$ cat config.mk
export PLATFORM = sky130hd
export DESIGN_NAME = kernel3_fifo_srl_ctrl
export DESIGN_NICKNAME = d
export VERILOG_FILES = /design/src/rtl/kernel3_fifo_pkg.sv /design/src/rtl/kernel3_fifo_srl_store.sv /design/src/rtl/kernel3_fifo_srl_ctrl.sv
export SDC_FILE = /design/constraint.sdc
export NUM_CORES = 1
export LEC_CHECK = 0
export CORE_MARGIN = 4
export CORE_UTILIZATION = 40
export CTS_CLUSTER_SIZE = 40
export DETAILED_ROUTE_END_ITERATION = 12
export GPL_ROUTABILITY_DRIVEN = 0
export GPL_TIMING_DRIVEN = 0
export PLACE_DENSITY = 0.76
export SLEW_MARGIN = 10
export SYNTH_ARGS = -nofsm -noshare
export SYNTH_HDL_FRONTEND = slang
export SYNTH_SLANG_ARGS = --single-unit
$ cat constraint.sdc
create_clock -name clk -period 3.7 [get_ports clk]
set_input_delay 0.37 -clock clk [delete_from_list [all_inputs] [get_ports clk]]
set_output_delay 0.37 -clock clk [all_outputs]
set_load 0.02 [all_outputs]
$ cat src/rtl/kernel3_fifo_pkg.sv
// Shared constants and helpers for the kernel3 SRL stream FIFO.
// Provides default geometry, a clog2 helper and the occupancy width.
package kernel3_fifo_pkg;

  function automatic int clog2(input int v);
    int r;
    r = 0;
    while ((1 << r) < v) r++;
    return r;
  endfunction

  function automatic int cnt_w(input int aw);
    return aw + 1;
  endfunction

  localparam int DEF_DATA_WIDTH = 32;
  localparam int DEF_DEPTH      = 2;
  localparam int DEF_ADDR_WIDTH = clog2(DEF_DEPTH);
  localparam int DEF_CNT_WIDTH  = cnt_w(DEF_ADDR_WIDTH);

endpackage

$ cat src/rtl/kernel3_fifo_srl_store.sv
// Shift-register storage: on we, din enters word 0 and word k moves to k+1.
// Ports: clk, we, addr (read select), din, dout (combinational read).
module kernel3_fifo_srl_store
  import kernel3_fifo_pkg::*;
#(
  parameter int DATA_WIDTH = DEF_DATA_WIDTH,
  parameter int ADDR_WIDTH = DEF_ADDR_WIDTH,
  parameter int DEPTH      = DEF_DEPTH
) (
  input  logic                  clk,
  input  logic                  we,
  input  logic [ADDR_WIDTH-1:0] addr,
  input  logic [DATA_WIDTH-1:0] din,
  output logic [DATA_WIDTH-1:0] dout
);

  logic [DATA_WIDTH-1:0] mem [DEPTH];

  always_ff @(posedge clk) begin
    if (we) begin
      mem[0] <= din;
      for (int k = 1; k < DEPTH; k++) begin
        mem[k] <= mem[k-1];
      end
    end
  end

  assign dout = mem[addr];

endmodule

$ cat src/rtl/kernel3_fifo_srl_ctrl.sv
// ap_fifo stream FIFO control: occupancy, read address, registered flags.
// Ports: clk, reset_n, if_full_n/if_write_ce/if_write/if_din (write side),
//   if_empty_n/if_read_ce/if_read/if_dout (read side).
// KERNEL3_FIFO_OUTREG_EN adds a registered first-word-fall-through stage.
module kernel3_fifo_srl_ctrl
  import kernel3_fifo_pkg::*;
#(
  parameter int DATA_WIDTH = DEF_DATA_WIDTH,
  parameter int ADDR_WIDTH = DEF_ADDR_WIDTH,
  parameter int DEPTH      = DEF_DEPTH
) (
  input  logic                  clk,
  input  logic                  reset_n,
  output logic                  if_full_n,
  input  logic                  if_write_ce,
  input  logic                  if_write,
  input  logic [DATA_WIDTH-1:0] if_din,
  output logic                  if_empty_n,
  input  logic                  if_read_ce,
  input  logic                  if_read,
  output logic [DATA_WIDTH-1:0] if_dout
);

  localparam int CW = cnt_w(ADDR_WIDTH);
  localparam logic [CW-1:0] DEPTH_C = CW'(DEPTH);
  localparam logic [CW-1:0] ONE_C   = CW'(1);

  logic [CW-1:0]         cnt;
  logic [CW-1:0]         cnt_p1;
  logic [CW-1:0]         cnt_m1;
  logic                  full_n;
  logic                  srl_nempty;
  logic                  push;
  logic                  srl_pop;
  logic [ADDR_WIDTH-1:0] addr;
  logic [DATA_WIDTH-1:0] srl_dout;

  assign cnt_p1 = cnt + ONE_C;
  assign cnt_m1 = cnt - ONE_C;
  assign addr   = cnt_m1[ADDR_WIDTH-1:0];

  // Flag is registered, so a write while full is refused.
  assign push = if_write & if_write_ce & full_n;

  kernel3_fifo_srl_store #(
    .DATA_WIDTH(DATA_WIDTH),
    .ADDR_WIDTH(ADDR_WIDTH),
    .DEPTH     (DEPTH)
  ) u_store (
    .clk (clk),
    .we  (push),
    .addr(addr),
    .din (if_din),
    .dout(srl_dout)
  );

`ifdef KERNEL3_FIFO_OUTREG_EN
  logic                  out_valid;
  logic [DATA_WIDTH-1:0] out_data;
  logic                  out_pop;

  assign out_pop = if_read & if_read_ce & out_valid;
  // Refill the output stage from the SRL whenever it drains or is empty.
  assign srl_pop = srl_nempty & (~out_valid | out_pop);

  always_ff @(posedge clk or negedge reset_n) begin
    if (!reset_n) begin
      out_valid <= 1'b0;
      out_data  <= '0;
    end else if (srl_pop) begin
      out_valid <= 1'b1;
      out_data  <= srl_dout;
    end else if (out_pop) begin
      out_valid <= 1'b0;
    end
  end

  assign if_empty_n = out_valid;
  assign if_dout    = out_data;
`else
  assign srl_pop    = if_read & if_read_ce & srl_nempty;
  assign if_empty_n = srl_nempty;
  assign if_dout    = srl_dout;
`endif

  // Push+pop together keeps cnt; the shift moves the next word to addr.
  always_ff @(posedge clk or negedge reset_n) begin
    if (!reset_n) begin
      cnt        <= '0;
      full_n     <= 1'b1;
      srl_nempty <= 1'b0;
    end else if (push && !srl_pop) begin
      cnt        <= cnt_p1;
      srl_nempty <= 1'b1;
      full_n     <= (cnt_p1 != DEPTH_C);
    end else if (srl_pop && !push) begin
      cnt        <= cnt_m1;
      full_n     <= 1'b1;
      srl_nempty <= (cnt_m1 != '0);
    end
  end

  assign if_full_n = full_n;

endmodule

==> results of run 1 <==
==> state kept, by name, indices dropped and copies added (netlist names) <==
name and cells:
if_empty_n 1, u_store.mem 64, if_full_n 1, cnt 2
==> cells in the final DEF (no fill, tap or decap), types with 2 or more instances in the layout <==
cell             synthesis  routed
clkdlybuf4s50_1          0      71
edfxtp_1                64      64
mux2_4                  29      29
clkbuf_8                 0       9
mux2_2                   4       4
clkinv_2                 0       4
buf_12                   3       3
nand2_1                  3       3
ha_1                     3       3
dfrtp_1                  3       3
inv_1                    2       2
o21ai_0                  2       2
clkinv_4                 0       2
==> through the flow <==
| stage | instance area [sq um] | hold slack [ns] |
|---|---|---|
| floorplan | 2690 | 0.0744 |
| global placement | 3490 | 0.422 |
| detailed placement | 3500 | 0.438 |
| CTS | 3690 | 0.232 |
| global route | 3690 | 0.233 |
| finish | 3690 | 0.239 |
==> cells in the mapped netlist <==
| master | count |
|---|---|
| edfxtp_1 | 64 |
| xnor2_1 | 1 |
| nor3b_1 | 1 |
| nor2b_1 | 1 |
| or2_0 | 1 |
| buf_6 | 1 |
| nand3_1 | 1 |
| a21oi_1 | 1 |
| buf_12 | 3 |
| dfrtp_1 | 3 |
| ha_1 | 3 |
| and3_1 | 1 |
| dfstp_2 | 1 |
| mux2_4 | 29 |
| o21ai_0 | 2 |
| mux2_2 | 4 |
| nand2_1 | 3 |
| inv_1 | 2 |
==> metal layers <==
metal  up-vias  global-route usage [%]  share of wire (%)
met5         -                       0                  0
met4         0                    5.74                1.6
met3         8                    5.51                8.3
met2        52                    16.6                 46
met1       635                    14.4                 44
li1        635                       -                  -
==> cells by family (layout without fill, tap and decap cells) <==
| logic type | count (synthesis) | in the layout | synth area share (%) |
|---|---|---|---|
| buf+inv | 6 | 93 | 2.93 |
| simple gates | 8 | 8 | 1.58 |
| fa+ha+maj | 3 | 3 | 1.40 |
| xor+xnor | 1 | 1 | 0.326 |
| compound gates | 3 | 3 | 0.559 |
| flops | 68 | 68 | 75.3 |
| mux | 33 | 33 | 17.9 |
==> area by class of cell <==
type | instances | area (sq um)
Buffer | 4 | 71.3
Clock buffer | 9 | 124
Clock inverter | 7 | 67.6
Fill cell | 501 | 2730
Inverter | 2 | 7.51
Multi-Input combinational cell | 48 | 589
Sequential cell | 68 | 2020
Tap cell | 77 | 96.3
Timing Repair Buffer | 71 | 711
==> how the worst max path moves through the flow <==
stage	startpoint	end	slack [ns]	depth (start not counted)
after global routing	cnt[0]	if_dout[14]	1.37	4
after global placement	if_write	cnt[0]	-0.26	5
after floorplan	if_full_n	cnt[0]	0.57	4
after detailed placement	if_write	cnt[0]	1.21	5
final	cnt[0]	if_dout[14]	1.44	4
after CTS	cnt[0]	if_dout[5]	1.40	4
==> power by group through the flow <==
stage | logic, uW | registers (uW) | clock network [uW]
5_1_grt | 948 | 962 | 644
3_5_place_dp | 909 | 970 | 0
4_1_cts | 917 | 954 | 603
3_3_place_gp | 904 | 969 | 0
2_1_floorplan | 587 | 972 | 0
6_report | 903 | 953 | 583
==> impl_metrics.ini, run 1 <==
[run_status]
status = finished, final reports clean

[setup_path]
critPathMaxFanout = 10
arrival_ns = 1.89
crit_required_ns = 3.33
path_cells = buf_6, buf_12, mux2_4, clkdlybuf4s50_1
timing_worst_setup_path_type = reg2out
reg2reg_slack_ns = 1.51
setup.worst_path.end_class = output pin
path_buf_inv = 3
reg2reg_to = cnt[0]
reg2reg_depth = 4
cpLargestDelayFamily = buffers and inverters
r2r-start = if_full_n
start_kind = register
cp_slowest_cell = clkdlybuf4s50_1
critPathMaxStageDelay_ns = 0.54

[detailed_routing]
drc = 0
route.vias.total = 1330
antenna_left = 0
drtIter0Drc = 69
wirelength_mm = 4.47
avgRoutedWirePerCell_microns = 15.6
viasPerCell = 4.65
firstDrtPassIters = 4

[global_routing]
antenna_found_initial = 0
grt_start_max_net_pins = 67
gr-usage-all-layers_pct = 11.5
grt-ovfl-total = 0
grt_pass1_vias = 1427
grt_first_pass_wirelength_mm = 7.12

[job]
cap_violations = 0

[clock_tree]
clockBufferDepth = 2
cts_resized = 0
postCtsSetupRepairBufs = 0
cts_tree = done
insertion_delay_ns = 0.33
cts.sinks = 68
cts-htree-levels = 3
numCtsBuffers = 9
cts_hold_buf = 0
cts-root-buf = clkbuf_8
clkSlewWorstSetupHoldPaths_ns = 0.07

[yosys]
synthCells = 122
netlist.area_leader.share_pct = 71.5
yosys.area.top_type = edfxtp_1
synth_area_leaders = edfxtp_1 (72%), mux2_4 (16%), dfrtp_1 (2.8%)
syn_nets = 163
yosysUniqueCellTypes = 18
yosysWarnings = 0
synth-seq-area-share_pct = 75.3
synth_seq_cells = 68
syn-cell-area_sq_mm = 0.00269
syn_avg_cell_area_sq_um = 22.0

[timing]
finalHoldViolCount = 0
slew_violations = 0
fin_ws_ns = 1.44
slew_headroom_pct = 43.2
setup_viol = 0
worst_pin_slew_ns = 0.852
final.period_utilization_pct = 61.1
fin_crit_ns = 2.26
setup_tns_ns = 0
skew_ns = 0.00608
rsz0062_at_grt = no
clock.fmax_mhz = 442

[layout]
layout.nets = 245
finalNonFillerCells = 286
drive_gt1_share_pct = 26.3
n_antenna_cell = 0
utilization_pct = 57.5
area_growth_pct = 37.4

[placement]
placed_cells = 270
hpwl_mm = 3.02
post-place-ws_ns = 1.21
port_buffers = 71

[power_and_ir_drop]
power.internal_uw = 1740
p_sw_share_pct = 28.5
powerDensity_mw_per_mm2 = 661
p_leak_uw = 0.00136
p_comb_share_pct = 37.0
power_frac_seq_pct = 39.1
clkPwrFrac_pct = 23.9
ir_worst_vdd_v = 0.000358
power_switching_uw = 694
p_total_uw = 2440

[die]
ios = 72
num_rows = 29
die-area_sq_mm = 0.00809
die_x_microns = 90.0
die_h_microns = 90.0
initial_core_util_pct = 41.8
core_area_sq_mm = 0.00642

[worst_hold_path]
hp-class = in2async
Note: power is estimated with default switching activity, not from simulation.
==> run 2: changes to the inputs <==
- clock period: 3.7 -> 2.09 ns (I/O delays scaled with it)
==> run 2 against run 1 <==
  * Wire length rose by 0.11%
  * Flip-flop and latch count did not move
  * Critical path type unchanged
  * Largest cell class unchanged
  * First-iteration DRC count fell by 33%
  * Final cell count rose by 0.35%
  * Via count rose by 0.98%
  * Cell area fell by 0.81%
  * Setup slack got worse by 1.3 ns
  * Sequential power rose by 76%
  * Sequential share of layout area rose by 0.45 points
  * Non-clock buffer count did not move
==> impl_metrics.ini, run 2 (synthesized netlist as in run 1, its figures left out) <==
[run_status]
status = finished, final reports clean

[clock_tree]
numCtsBuffers = 9
cts-htree-levels = 3
cts_tree = done
cts_hold_buf = 0
clkSlewWorstSetupHoldPaths_ns = 0.07
clockBufferDepth = 2
insertion_delay_ns = 0.33
cts.sinks = 68
cts-root-buf = clkbuf_8

[detailed_routing]
viasPerCell = 4.68
route.vias.total = 1343
drc = 0
antenna_left = 0
firstDrtPassIters = 4
drtIter0Drc = 46
avgRoutedWirePerCell_microns = 15.6
wirelength_mm = 4.47

[timing]
clock.fmax_mhz = 509
slew_violations = 0
final.period_utilization_pct = 93.9
setup_viol = 0
skew_ns = 0.00801
finalHoldViolCount = 0
rsz0062_at_grt = no
timing.hold.ws_ns = 0.0764
fin_crit_ns = 1.96
worst_pin_slew_ns = 0.765
slew_headroom_pct = 49.0

[global_routing]
grt-ovfl-total = 0
grt_start_max_net_pins = 34
gr-usage-all-layers_pct = 11.5
grt_pass1_vias = 1447
grt_first_pass_wirelength_mm = 7.11
antenna_found_initial = 0

[die]
die_x_microns = 90.0
ios = 72
core_area_sq_mm = 0.00642
initial_core_util_pct = 41.8
die_h_microns = 90.0
die-area_sq_mm = 0.00809
num_rows = 29

[power_and_ir_drop]
power_switching_uw = 1210
power_frac_seq_pct = 40.4
clkPwrFrac_pct = 24.7
powerDensity_mw_per_mm2 = 1140
power.internal_uw = 2960
p_sw_share_pct = 29.0
p_comb_share_pct = 34.9
ir_worst_vdd_v = 0.000608
p_leak_uw = 0.00139

[setup_path]
start_kind = register
timing_worst_setup_path_type = reg2out
crit_path_start = cnt[0]
critPathMaxStageDelay_ns = 0.54
cp_slowest_cell = clkdlybuf4s50_1
crit_required_ns = 1.88
critPathMaxFanout = 7
arrival_ns = 1.75
r2r-start = if_full_n
path_cells = buf_6, mux2_2, clkdlybuf4s50_1
setup.worst_path.end_class = output pin

[layout]
utilization_pct = 57.0
n_antenna_cell = 0
finalNonFillerCells = 287
largest_reg_flops = 64
drive_gt1_share_pct = 25.7
layout.nets = 246
final_cell_mix = edfxtp_1 (64), clkdlybuf4s50_1 (42), mux2_4 (29), dlygate4sd2_1 (29), clkbuf_8 (9)
area_growth_pct = 36.2
final_common_cell = edfxtp_1
regMostFlops = u_store.mem
top_regs = u_store.mem x64, cnt x2

[placement]
placed_cells = 270
hpwl_mm = 2.84
port_buffers = 71

[worst_hold_path]
hp-class = in2async

[job]
cap_violations = 0
## run 2: changes by cell type in the layout (fill, tap and decap cells not counted), sizes merged
cell	change
and3	+1
clkinv	-3
inv	+1
dlygate4sd2	+29
clkinvlp	+2
clkdlybuf4s50	-29
## run 2: final cells by class
class / instances / area (sq um)
Inverter: 2 / 7.51
Clock buffer: 9 / 124
Buffer: 4 / 71.3
Fill cell: 511 / 2760
Timing Repair Buffer: 71 / 674
Sequential cell: 68 / 2020
Multi-Input combinational cell: 49 / 597
Tap cell: 77 / 96.3
Clock inverter: 7 / 66.3
## run 2: what timing repair did
| action | 4_1_cts | 5_1_grt |
|---|---|---|
| buffers inserted | 0 | 0 |
| gates resized for setup | 29 | 0 |
| endpoints found under the setup margin | 32 | 0 |
| endpoints found under the hold margin | 0 | 0 |
## run 2: worst paths after layout
kind,to,slack (ns),cells after the start
max,if_dout[18],0.13,3
min,if_empty_n,0.08,1
max reg2reg,cnt[0],0.22,4
min reg2reg,u_store.mem[1][8],0.45,0
max in group asynchronous,if_full_n,1.77,1
min in group clk,u_store.mem[0][4],0.42,1
## run 2: metal layers
layer  GRT usage [%]  part of all wire [%]
met1            14.5                    46
met2            17.1                    45
met3            4.17                   6.7
met4            6.51                   2.1
met5               0                     0
## run 2: power groups by stage
stage,Clock [uW],Combinational [uW],Sequential [uW]
floorplan,0,1040,1720
global route,1130,1540,1700
CTS,1070,1480,1690
finish,1030,1460,1680
detailed placement,0,1600,1710
global placement,0,1590,1710
## run 2: critical path, delay by kind of cell (launching register included)
kind / cells / cell delay, ns
buf+inv: 2 / 0.70
flops: 1 / 0.37
mux: 1 / 0.35
## run 2: stage by stage
step                      setup WS [ns]  power [uW]  area [sq um]  TNS [ns]
after floorplan                  0.0771        2760          2690         0
after global placement           -0.191        3300          3500    -0.557
after detailed placement         -0.239        3310          3500    -0.736
after CTS                        0.0878        4240          3660         0
after global routing             0.0556        4370          3660         0
final                             0.126        4170          3660         0
